==> config.mk <==
export PLATFORM = sky130hd
export DESIGN_NAME = handshake_downsize_pipe
export DESIGN_NICKNAME = d
export VERILOG_FILES = /design/src/rtl/handshake_pkg.sv /design/src/rtl/handshake_downsize_pipe.sv
export SDC_FILE = /design/constraint.sdc
export NUM_CORES = 1
export LEC_CHECK = 0
export ABC_AREA = 0
export BUFFER_PORTS_ARGS = -buffer_cell sky130_fd_sc_hd__clkbuf_2
export CAP_MARGIN = 20
export CORE_ASPECT_RATIO = 0.9
export CORE_MARGIN = 10
export CORE_UTILIZATION = 43
export CTS_BUF_LIST = sky130_fd_sc_hd__clkbuf_8
export DETAILED_ROUTE_END_ITERATION = 6
export PLACE_DENSITY_LB_ADDON = 0.2
export SLEW_MARGIN = 40
export SYNTH_ARGS = -nofsm -noshare
export SYNTH_HDL_FRONTEND = slang
export SYNTH_SLANG_ARGS = --single-unit
==> constraint.sdc <==
create_clock -name clk -period 3.71 [get_ports clk]
set_clock_uncertainty 0.2 [all_clocks]
set_input_delay 0.742 -clock clk [delete_from_list [all_inputs] [get_ports clk]]
set_output_delay 0.742 -clock clk [all_outputs]
set_load 0.005 [all_outputs]
==> src/rtl/handshake_pkg.sv <==
// Shared handshake types and width helpers for the 32-bit datapath stages.
package handshake_pkg;

  typedef enum logic {
    HS_IDLE = 1'b0,
    HS_SEND = 1'b1
  } hs_state_e;

  localparam int HS_DATA_W = 32;
  localparam int HS_BYTE_W = 8;

  // Beat counter width; a single-beat ratio still needs one bit.
  function automatic int hs_cnt_w(input int ratio);
    return (ratio <= 2) ? 1 : $clog2(ratio);
  endfunction

endpackage

==> src/rtl/handshake_downsize_pipe.sv <==
// Splits one IN_W word into IN_W/OUT_W registered narrow beats on a valid/ready port.
// Optional slave_last output is enabled by defining HS_DOWNSIZE_LAST_EN.
module handshake_downsize_pipe
  import handshake_pkg::*;
#(
  parameter int IN_W      = HS_DATA_W,
  parameter int OUT_W     = HS_BYTE_W,
  parameter bit LSB_FIRST = 1'b1
) (
  input  logic             clk,
  input  logic             rst_n,
  input  logic             master_valid,
  input  logic [IN_W-1:0]  master_data,
  output logic             master_ready,
  output logic             slave_valid,
  output logic [OUT_W-1:0] slave_data,
  input  logic             slave_ready
`ifdef HS_DOWNSIZE_LAST_EN
  ,
  output logic             slave_last
`endif
);

  localparam int RATIO = IN_W / OUT_W;
  localparam int CW    = hs_cnt_w(RATIO);
  localparam logic [CW-1:0] LAST_CNT = CW'(RATIO - 1);

  if (IN_W % OUT_W != 0) begin : g_bad_ratio
    $error("handshake_downsize_pipe: IN_W (%0d) must be a multiple of OUT_W (%0d)", IN_W, OUT_W);
  end

  hs_state_e       state_q, nxt_state;
  logic [IN_W-1:0] shift_q, shift_nxt;
  logic [CW-1:0]   cnt_q;
  logic            last_beat, beat_hs, load;

  assign last_beat = (cnt_q == LAST_CNT);
  assign beat_hs   = (state_q == HS_SEND) && slave_ready;
  assign load      = master_valid && master_ready;

  // Only the final-beat handshake reaches master_ready combinationally.
  assign master_ready = (state_q == HS_IDLE) || (beat_hs && last_beat);

  // Outgoing beat always sits at the register end, so no output mux.
  if (LSB_FIRST) begin : g_lsb
    assign slave_data = shift_q[OUT_W-1:0];
    assign shift_nxt  = shift_q >> OUT_W;
  end else begin : g_msb
    assign slave_data = shift_q[IN_W-1 -: OUT_W];
    assign shift_nxt  = shift_q << OUT_W;
  end

  assign slave_valid = (state_q == HS_SEND);

  always_comb begin
    nxt_state = state_q;
    case (state_q)
      HS_IDLE: if (master_valid) nxt_state = HS_SEND;
      HS_SEND: if (beat_hs && last_beat) nxt_state = master_valid ? HS_SEND : HS_IDLE;
      default: nxt_state = HS_IDLE;
    endcase
  end

  always_ff @(posedge clk or negedge rst_n) begin
    if (!rst_n) begin
      state_q <= HS_IDLE;
      shift_q <= '0;
      cnt_q   <= '0;
    end else begin
      state_q <= nxt_state;
      if (load) begin
        shift_q <= master_data;
        cnt_q   <= '0;
      end else if (beat_hs && !last_beat) begin
        shift_q <= shift_nxt;
        cnt_q   <= cnt_q + CW'(1);
      end
    end
  end

`ifdef HS_DOWNSIZE_LAST_EN
  logic last_q;

  // Tracks the beat that will be presented next cycle.
  always_ff @(posedge clk or negedge rst_n) begin
    if (!rst_n) begin
      last_q <= 1'b0;
    end else if (load) begin
      last_q <= (RATIO == 1);
    end else if (beat_hs) begin
      last_q <= !last_beat && ((cnt_q + CW'(1)) == LAST_CNT);
    end
  end

  assign slave_last = last_q;
`endif

endmodule

==> results.ini <==
[pwr]
p_sw_share_pct = 35.1
p_seq_share_pct = 44.2
power.total_mw = 1.58
p_switching_uw = 553
p_int_mw = 1.02
ir_drop_uv = 447
power_frac_comb_pct = 33.0
p_leak_nw = 1.14
clkPwrFrac_pct = 22.8
power_density_nw_per_um2 = 761

[floorplanning]
rows = 22
ios = 46
die_w_um = 88.1
die_area_um2 = 7160
core_um2 = 4050
start_util_pct = 44.4
die_h_um = 81.3

[finish]
fin_nets = 258
multi_input_comb_area_um2 = 592
ff_latch_area_um2 = 877
drive_gt1_share_pct = 25.7
syn_to_final_growth_pct = 15.5
diodes = 0
fillers = 376
fin_area_um2 = 2070
utilization_pct = 51.2

[synth]
synth_area_per_cell_um2 = 9.35
synth_seq_area_share_pct = 48.8
netlist_top_cells_count = inv_1, dfrtp_1, a222oi_1, o22ai_1
synth_top_area_cell = dfrtp_1
synth_edf_count = 0
netlist_area_um2 = 1800
synth_flop_cell = dfrtp_1
synth-seq-cells = 35
yosysWarnings = 0
synth_cell_type_count = 20
synth.most_common_cell = inv_1
synthArstFlopShare_pct = 100
synth_cells = 192
yosysTopAreaCellShare_pct = 48.8
synth.area.top_cells = dfrtp_1, a222oi_1, inv_1, o22ai_1, buf_4
synth_nets = 229

[critical_path]
arrival_ps = 1740
required_ps = 2770
crit_path_max_fanout = 27
critPathKind = in -> out
cp-end-kind = output port
startpoint_type = primary input

[routing]
first_iter_violations = 192
finalWirelength_um = 4440
first_pass_iters = 7
drt-vias-per-instance = 5.70
drc = 1
dr_total_vias = 1540
antenna_left = 0
wire_per_inst_um = 16.4

[timing]
slew_violations = 0
finalSetupViolations = 0
holdWs_ps = 222
timing.final.crit_period_ps = 2680
relSlewSlack_pct = 57.1
fmax_mhz = 373
rsz0062_at_grt = no
setup_tns_ps = 0
tightest_slew_ps = 642
finalHoldViolations = 0
period_share_pct = 72.3

[clocking]
clk_path_buf_depth = 2
holdBufCountCts = 0
clk_latency_ps = 300
clkTransAtPathRegs_ps = 80
root_buffer = clkbuf_8
cts_buffers = 5
cts_tree = done
postCtsSetupBuffers = 0
cts_resized = 0
htree_num_levels = 2
clock_sinks = 35

[hold_path]
min_path_type = in -> async

[grt]
grt_start_max_net_pins = 36
grt_pass1_vias = 1542
grt_antenna_before_repair = 0
overflow = 0
grt_pass1_wl_um = 7030
gr-usage-all-layers_pct = 12.3

[placement]
gp_congestion = 0.774
placed_cell_area_um2 = 1960
hpwl_um = 2940
port_buffers = 45

[status]
status = finished with violations
violations = DRC

[flow_run]
cap_violations = 0

-- sequential cells by signal, indices dropped and copies added, names as in the netlist --
signal / flops
shift_q: 32
cnt_q: 2
slave_valid: 1
-- kinds of logic (layout without fill, tap and decap cells) --
kind of cell | count (synthesis) | after routing | synth area share [%]
AO/OA/AOI/OAI | 58 | 58 | 24.8
buffers and inverters | 74 | 104 | 18.9
AND/OR/NAND/NOR | 22 | 22 | 5.78
multiplexers | 1 | 1 | 0.558
adder cells (fa/ha/maj) | 1 | 1 | 0.697
XOR/XNOR | 1 | 1 | 0.488
flip-flops | 35 | 35 | 48.8
-- worst paths after layout --
check | to | slack [ps] | cells past startpoint | from
setup / recovery | master_ready | 1030 | 3 | slave_ready
hold / removal | shift_q[5] | 220 | 1 | rst_n
setup reg to reg | shift_q[11] | 1450 | 4 | slave_valid
hold reg to reg | shift_q[26] | 330 | 2 | shift_q[26]
max in group asynchronous | slave_valid | 2720 | 1 | rst_n
min in group clk | shift_q[26] | 330 | 2 | shift_q[26]
-- metal layers --
| metal | vias up | wire length (µm) | global-route usage, % |
|---|---|---|---|
| li1 | 732 | - | - |
| met1 | 729 | 2040 | 15.9 |
| met2 | 73 | 1930 | 17.7 |
| met3 | 6 | 441 | 5.50 |
| met4 | 0 | 34 | 4.86 |
| met5 | - | 0 | 0 |
-- cells in the final DEF, fill, tap and decap left out --
master / Yosys / final
a21oi_4: 0 / 1
clkbuf_2: 0 / 44
clkinv_2: 0 / 1
clkbuf_8: 0 / 6
and2_1: 1 / 1
a222oi_1: 24 / 24
nor2_1: 2 / 2
nand3b_1: 1 / 1
o21ai_0: 8 / 8
ha_1: 1 / 1
dfrtp_2: 0 / 1
bufinv_16: 0 / 1
mux2i_1: 1 / 1
o22ai_1: 24 / 24
nand3_1: 8 / 8
buf_4: 9 / 2
clkbuf_4: 0 / 1
nand2_1: 8 / 8
nand2b_1: 2 / 2
xor2_1: 1 / 1
inv_1: 49 / 49
dfrtp_1: 35 / 34
a21bo_1: 1 / 1
-- power by group through the flow --
stage | clock network (mW) | logic (mW) | registers (mW)
after floorplan | 0 | 0.462 | 0.651
after global placement | 0 | 0.500 | 0.698
after detailed placement | 0 | 0.523 | 0.703
after CTS | 0.362 | 0.524 | 0.695
after global routing | 0.377 | 0.588 | 0.724
final | 0.360 | 0.521 | 0.698
-- worst max-delay path, stage by stage --
cell      delay (ps)
clkbuf_2         450
a21bo_1          370
clkbuf_2         180
-- through the flow --
| step | worst slack [ps] | instances |
|---|---|---|
| final | 1030 | 270 |
| after global routing | 937 | 270 |
| after CTS | 1030 | 270 |
| after detailed placement | 1010 | 262 |
| after global placement | 1040 | 262 |
| after floorplan | 1490 | 192 |
-- area by class of cell --
cell class,count,share of cell area (%)
inverters,49,8.87
clock buffers,6,3.98
clock inverters,2,1.69
repair buffers,47,11.7
flip-flops and latches,35,42.3
multi-input cells,83,28.5
well taps,48,2.90
Power figures use the tool's default switching activity.
